===== src/rtl/instr_fetch.sv =====
// instr_fetch: instruction-fetch stage with a req/ack memory handshake, redirect flush and a 1-entry skid buffer
//   i_clk/i_rst_n           clock (rising edge) and asynchronous active-low reset
//   o_imemReq/o_imemAddr    fetch request and address; both held stable until i_imemAck
//   i_imemAck/i_imemData    memory response; the data is valid only in the ack cycle
//   i_stall                 decode cannot take o_instrCode this cycle
//   i_branchTaken/Target    redirect; wins over a simultaneous jump
//   i_jump/i_jumpTarget     redirect
//   o_instrCode/Valid       instruction presented to decode
//   o_pcPlus                address of o_instrCode plus PC_INC
module instr_fetch #(
  parameter int                 PC_WIDTH = 16,
  parameter int                 PC_INC   = 2,
  parameter logic [PC_WIDTH-1:0] RESET_PC = '0
) (
  input  logic                i_clk,
  input  logic                i_rst_n,
  output logic                o_imemReq,
  output logic [PC_WIDTH-1:0] o_imemAddr,
  input  logic                i_imemAck,
  input  logic [15:0]         i_imemData,
  input  logic                i_stall,
  input  logic                i_branchTaken,
  input  logic [PC_WIDTH-1:0] i_branchTarget,
  input  logic                i_jump,
  input  logic [PC_WIDTH-1:0] i_jumpTarget,
  output logic [15:0]         o_instrCode,
  output logic                o_instrValid,
  output logic [PC_WIDTH-1:0] o_pcPlus
);
  typedef enum logic [1:0] {IDLE, REQ, FULL, DROP} state_t;
  state_t              state_q, state_d;
  logic [PC_WIDTH-1:0] fetch_addr_q, fetch_addr_d;
  logic [PC_WIDTH-1:0] pend_pc_q, pend_pc_d;
  logic [PC_WIDTH-1:0] pc_plus_q, pc_plus_d;
  logic [PC_WIDTH-1:0] skid_pc_q, skid_pc_d;
  logic [15:0]         instr_q, instr_d;
  logic [15:0]         skid_instr_q, skid_instr_d;
  logic                valid_q, valid_d;
  logic                consume, slot_free, redirect;
  logic [PC_WIDTH-1:0] target, next_addr;

  assign consume    = valid_q && !i_stall;
  assign slot_free  = !valid_q || consume;
  assign redirect   = i_branchTaken || i_jump;
  assign target     = i_branchTaken ? i_branchTarget : i_jumpTarget;
  assign next_addr  = fetch_addr_q + PC_WIDTH'(PC_INC);
  assign o_imemReq  = (state_q == REQ) || (state_q == DROP);
  assign o_imemAddr = fetch_addr_q;
  assign o_instrCode  = instr_q;
  assign o_instrValid = valid_q;
  assign o_pcPlus     = pc_plus_q;

  always_comb begin
    state_d      = state_q;
    fetch_addr_d = fetch_addr_q;
    pend_pc_d    = pend_pc_q;
    pc_plus_d    = pc_plus_q;
    skid_pc_d    = skid_pc_q;
    instr_d      = instr_q;
    skid_instr_d = skid_instr_q;
    valid_d      = valid_q;
    case (state_q)
      IDLE: state_d = REQ;
      REQ: begin
        if (redirect) begin
          // An unanswered request cannot be withdrawn: park the target and wait out the ack.
          valid_d = 1'b0;
          if (i_imemAck) fetch_addr_d = target;
          else begin
            pend_pc_d = target;
            state_d   = DROP;
          end
        end else if (i_imemAck) begin
          fetch_addr_d = next_addr;
          if (slot_free) begin
            instr_d   = i_imemData;
            pc_plus_d = next_addr;
            valid_d   = 1'b1;
          end else begin
            skid_instr_d = i_imemData;
            skid_pc_d    = next_addr;
            state_d      = FULL;
          end
        end else if (consume) valid_d = 1'b0;
      end
      FULL: begin
        if (redirect) begin
          valid_d      = 1'b0;
          fetch_addr_d = target;
          state_d      = REQ;
        end else if (consume) begin
          instr_d   = skid_instr_q;
          pc_plus_d = skid_pc_q;
          state_d   = REQ;
        end
      end
      DROP: begin
        if (redirect) begin
          valid_d   = 1'b0;
          pend_pc_d = target;
        end
        if (i_imemAck) begin
          fetch_addr_d = redirect ? target : pend_pc_q;
          state_d      = REQ;
        end
      end
      default: state_d = IDLE;
    endcase
  end

  always_ff @(posedge i_clk or negedge i_rst_n) begin
    if (!i_rst_n) begin
      state_q      <= IDLE;
      fetch_addr_q <= RESET_PC;
      pend_pc_q    <= '0;
      pc_plus_q    <= '0;
      skid_pc_q    <= '0;
      instr_q      <= '0;
      skid_instr_q <= '0;
      valid_q      <= 1'b0;
    end else begin
      state_q      <= state_d;
      fetch_addr_q <= fetch_addr_d;
      pend_pc_q    <= pend_pc_d;
      pc_plus_q    <= pc_plus_d;
      skid_pc_q    <= skid_pc_d;
      instr_q      <= instr_d;
      skid_instr_q <= skid_instr_d;
      valid_q      <= valid_d;
    end
  end
endmodule


===== config.mk =====
export PLATFORM = sky130hd
export DESIGN_NAME = instr_fetch
export DESIGN_NICKNAME = d
export VERILOG_FILES = /design/src/rtl/instr_fetch.sv
export SDC_FILE = /design/constraint.sdc
export NUM_CORES = 1
export LEC_CHECK = 0
export ABC_CLOCK_PERIOD_IN_PS = 3400
export BUFFER_PORTS_ARGS = -buffer_cell sky130_fd_sc_hd__buf_2
export CORE_ASPECT_RATIO = 1.25
export CORE_UTILIZATION = 45
export CTS_CLUSTER_SIZE = 14
export DETAILED_ROUTE_END_ITERATION = 10
export HOLD_SLACK_MARGIN = 0.02
export PLACE_DENSITY_LB_ADDON = 0.05
export SLEW_MARGIN = 5
export SYNTH_ARGS = -nofsm -noshare
export SYNTH_HDL_FRONTEND = slang
export SYNTH_SLANG_ARGS = --single-unit

===== constraint.sdc =====
create_clock -name i_clk -period 3.4 [get_ports i_clk]
set_input_delay 0.68 -clock i_clk [delete_from_list [all_inputs] [get_ports i_clk]]
set_output_delay 0.68 -clock i_clk [all_outputs]
set_load 0.05 [all_outputs]

==> flow_metrics.py <==
metrics = {
    "clock_network": {
        "insertion_delay_ns": 0.34,
        "root_buffer": "clkbuf_16",
        "cts.sinks": 99,
        "cts_buffer_depth": 2,
        "hold_buffers": 0,
        "clkTransAtPathRegs_ns": 0.07,
        "cts_resized": 0,
        "htreeDepth": 3,
        "cts_buffers": 9,
        "cts_tree": "yes",
        "postCtsSetupBuffers": 0,
    },
    "route": {
        "drt_pass1_iterations": 5,
        "drt-total-wl_um": 12050,
        "via_per_inst": 5.456,
        "wl_per_cell_um": 16.02,
        "drt_iter0_drc": 175,
        "drc": 0,
        "num_vias": 4103,
        "ant_nets": 0,
    },
    "yosys": {
        "ys_ff_latch": 99,
        "ys_types": 58,
        "synth_edf_count": 0,
        "synth_top_area_share_pct": 48.88,
        "async_flop_share_pct": 100.0,
        "synth.area.top_cells": "dfrtp_1 49%, mux2_2 7.6%, nand2_1 5.0%",
        "synth_ff_type": "dfrtp_1",
        "yosys.area.top_type": "dfrtp_1",
        "ys_warn_count": 0,
        "syn-cell-area_mm2": 0.005069,
        "synthesis.nets": 581,
        "synth.avg_cell_area_um2": 9.636,
        "ys_seq_area_share_pct": 48.88,
        "synth_cells": 526,
    },
    "worst_setup_path": {
        "slowest_delay_ns": 0.73,
        "path_cells": "nand3b_1 > a221oi_4 > buf_12 > nor2_1 > a31oi_1",
        "cp_max_fo": 34,
        "worst-path-buf-inv": 1,
        "crit_family": "compound AO/OA/AOI/OAI gates",
        "arrival_ns": 2.64,
        "end_kind": "flip-flop",
        "crit_type": "reg2reg",
        "critPathSlowestCell": "a221oi_4",
        "required_ns": 3.66,
        "start_kind": "flip-flop",
    },
    "grt": {
        "grt_pass1_vias": 3854,
        "gr-total-overflow": 0,
        "grt_max_degree": 74,
        "grt_antenna_before_repair": 0,
        "grt_pass1_wl_um": 20180,
        "grt_usage_pct": 21.64,
    },
    "timing": {
        "fmax_mhz": 420.6,
        "rsz0062_at_grt": "no",
        "hold_violations": 0,
        "period_minus_slack_ns": 2.378,
        "skew_ns": 0.005332,
        "tightestPinTransition_ns": 0.9587,
        "drv_slew": 0,
        "finalSetupViolCount": 0,
        "period_share_pct": 69.93,
        "maxSlewHeadroom_pct": 35.95,
        "tns_ns": 0,
    },
    "finish": {
        "num_antenna_cells": 0,
        "fin_nets": 671,
        "syn2layout_area_growth_pct": 18.39,
        "n_fill_cell": 1011,
        "multi_input_area_mm2": 0.002377,
        "seqCellArea_mm2": 0.002477,
        "drive_above_1_share_pct": 27.74,
    },
    "pwr": {
        "vdd_drop_max_mv": 0.2584,
        "power_density_mw_per_mm2": 623.0,
        "total_power_w": 0.003738,
        "p_leak_nw": 2.759,
    },
    "placed_design": {
        "gp_congestion": 0.8185,
        "dp_hpwl_um": 8399,
        "port_buffers": 103,
    },
    "floorplanning": {
        "dieArea_mm2": 0.01169,
        "fp-row-count": 42,
        "core_mm2": 0.01077,
        "io_pins": 104,
        "fp.dieW_um": 96.93,
        "die_h_um": 120.7,
        "initial_utilization_pct": 47.05,
    },
    "outcome": {
        "status": "completed",
    },
    "min_path": {
        "hold_path_class": "in2async",
    },
    "job": {
        "max-cap-violations": 0,
    },
}
kinds of logic after synthesis:
kind of cell | count (synthesis) | synth area share (%)
buffers and inverters | 47 | 4.270
AOI/OAI and AO/OA | 141 | 18.00
xor gates and xnor gates | 7 | 1.210
muxes | 53 | 11.31
adders and majority gates | 1 | 0.2468
and+or+nand+nor | 178 | 16.09
DFF | 99 | 48.88
Yosys cell counts (3+ instances only):
| cell type | n |
|---|---|
| a211oi_1 | 3 |
| a21oi_1 | 27 |
| a221o_1 | 5 |
| a22o_1 | 4 |
| a31oi_1 | 24 |
| and2_1 | 3 |
| and3_1 | 3 |
| buf_2 | 14 |
| buf_4 | 4 |
| clkbuf_1 | 18 |
| dfrtp_1 | 99 |
| inv_1 | 9 |
| mux2_2 | 34 |
| mux2i_1 | 19 |
| nand2_1 | 68 |
| nand2b_1 | 8 |
| nand3_1 | 7 |
| nand3b_1 | 5 |
| nor2_1 | 53 |
| nor2b_1 | 4 |
| nor3_1 | 10 |
| nor4_1 | 3 |
| o211ai_1 | 5 |
| o21ai_0 | 36 |
| o21ai_1 | 4 |
| o22ai_1 | 5 |
| o31ai_1 | 6 |
| or3_1 | 4 |
| xnor2_1 | 7 |
cell type report:
cell class,instances,area share [%]
Inverter,10,0.6255
Clock inverter,4,0.8340
Sequential cell,99,41.28
Multi-Input combinational cell,380,39.62
Timing Repair Buffer,116,10.68
Clock buffer,11,4.212
Tap cell,132,2.752
worst register-to-register path: cells and delay by family, from the launching register on:
kind / cells / cell delay [ns]
compound gates: 2 / 0.87
flops: 1 / 0.70
simple gates: 2 / 0.46
buf+inv: 1 / 0.26
sequential cells by signal (all words and copies together) (netlist names):
register	flops
o_instrCode	16
o_imemAddr	16
o_instrValid	1
skid_instr_q	16
state_q	2
o_pcPlus	16
pend_pc_q	16
skid_pc_q	16
power breakdown:
part           switching, W  leakage, nW  internal [W]  total [W]
logic              0.000837         1.39      0.000334    0.00117
registers          0.000144         1.22       0.00138    0.00152
clock network      0.000438        0.144      0.000605    0.00104
total               0.00142         2.76       0.00232    0.00374
placed cells by master (no fill, tap or decap), types with 6 or more instances in the layout:
master	instances
nor2_1	53
buf_4	12
buf_2	102
a21oi_1	27
nand2_1	68
nand3_1	7
o31ai_1	6
dfrtp_1	99
a31oi_1	24
o21ai_0	36
nor3_1	10
xnor2_1	7
nand2b_1	8
mux2i_1	19
inv_1	9
mux2_2	34
clkbuf_16	9
final timing paths:
check                           slack [ns]   startpoint         endpoint  cells after the start
worst max-delay path                  1.02   state_q[0]   o_instrCode[9]                      5
worst min-delay path                  0.47      i_rst_n  o_instrCode[11]                      1
worst max register to register        1.02   state_q[0]   o_instrCode[9]                      5
worst min register to register        0.48  o_pcPlus[7]      o_pcPlus[7]                      2
max in group asynchronous             2.13      i_rst_n   o_instrCode[1]                      2
min in group i_clk                    0.48  o_pcPlus[7]      o_pcPlus[7]                      2
routing by layer:
layer / wire, um / GRT usage [%]
met5: 0 / 0
met4: 114 / 5.597
met3: 606 / 3.988
met2: 5911 / 35.70
met1: 5414 / 29.39
stage by stage:
| stage | utilization [%] | instances | cell area, um2 | worst slack (ns) | hold WS (ns) |
|---|---|---|---|---|---|
| after floorplan | - | 526 | 5069 | 1.217 | 0.3844 |
| after global placement | 52.89 | 737 | 5698 | 0.8416 | 0.4617 |
| after detailed placement | 52.89 | 737 | 5698 | 0.7497 | 0.4726 |
| after CTS | 55.70 | 752 | 6001 | 1.002 | 0.4880 |
| after global routing | 55.70 | 752 | 6001 | 0.8327 | 0.5065 |
| final | 55.70 | 752 | 6001 | 1.022 | 0.4671 |
(Power assumes the default switching activity.)
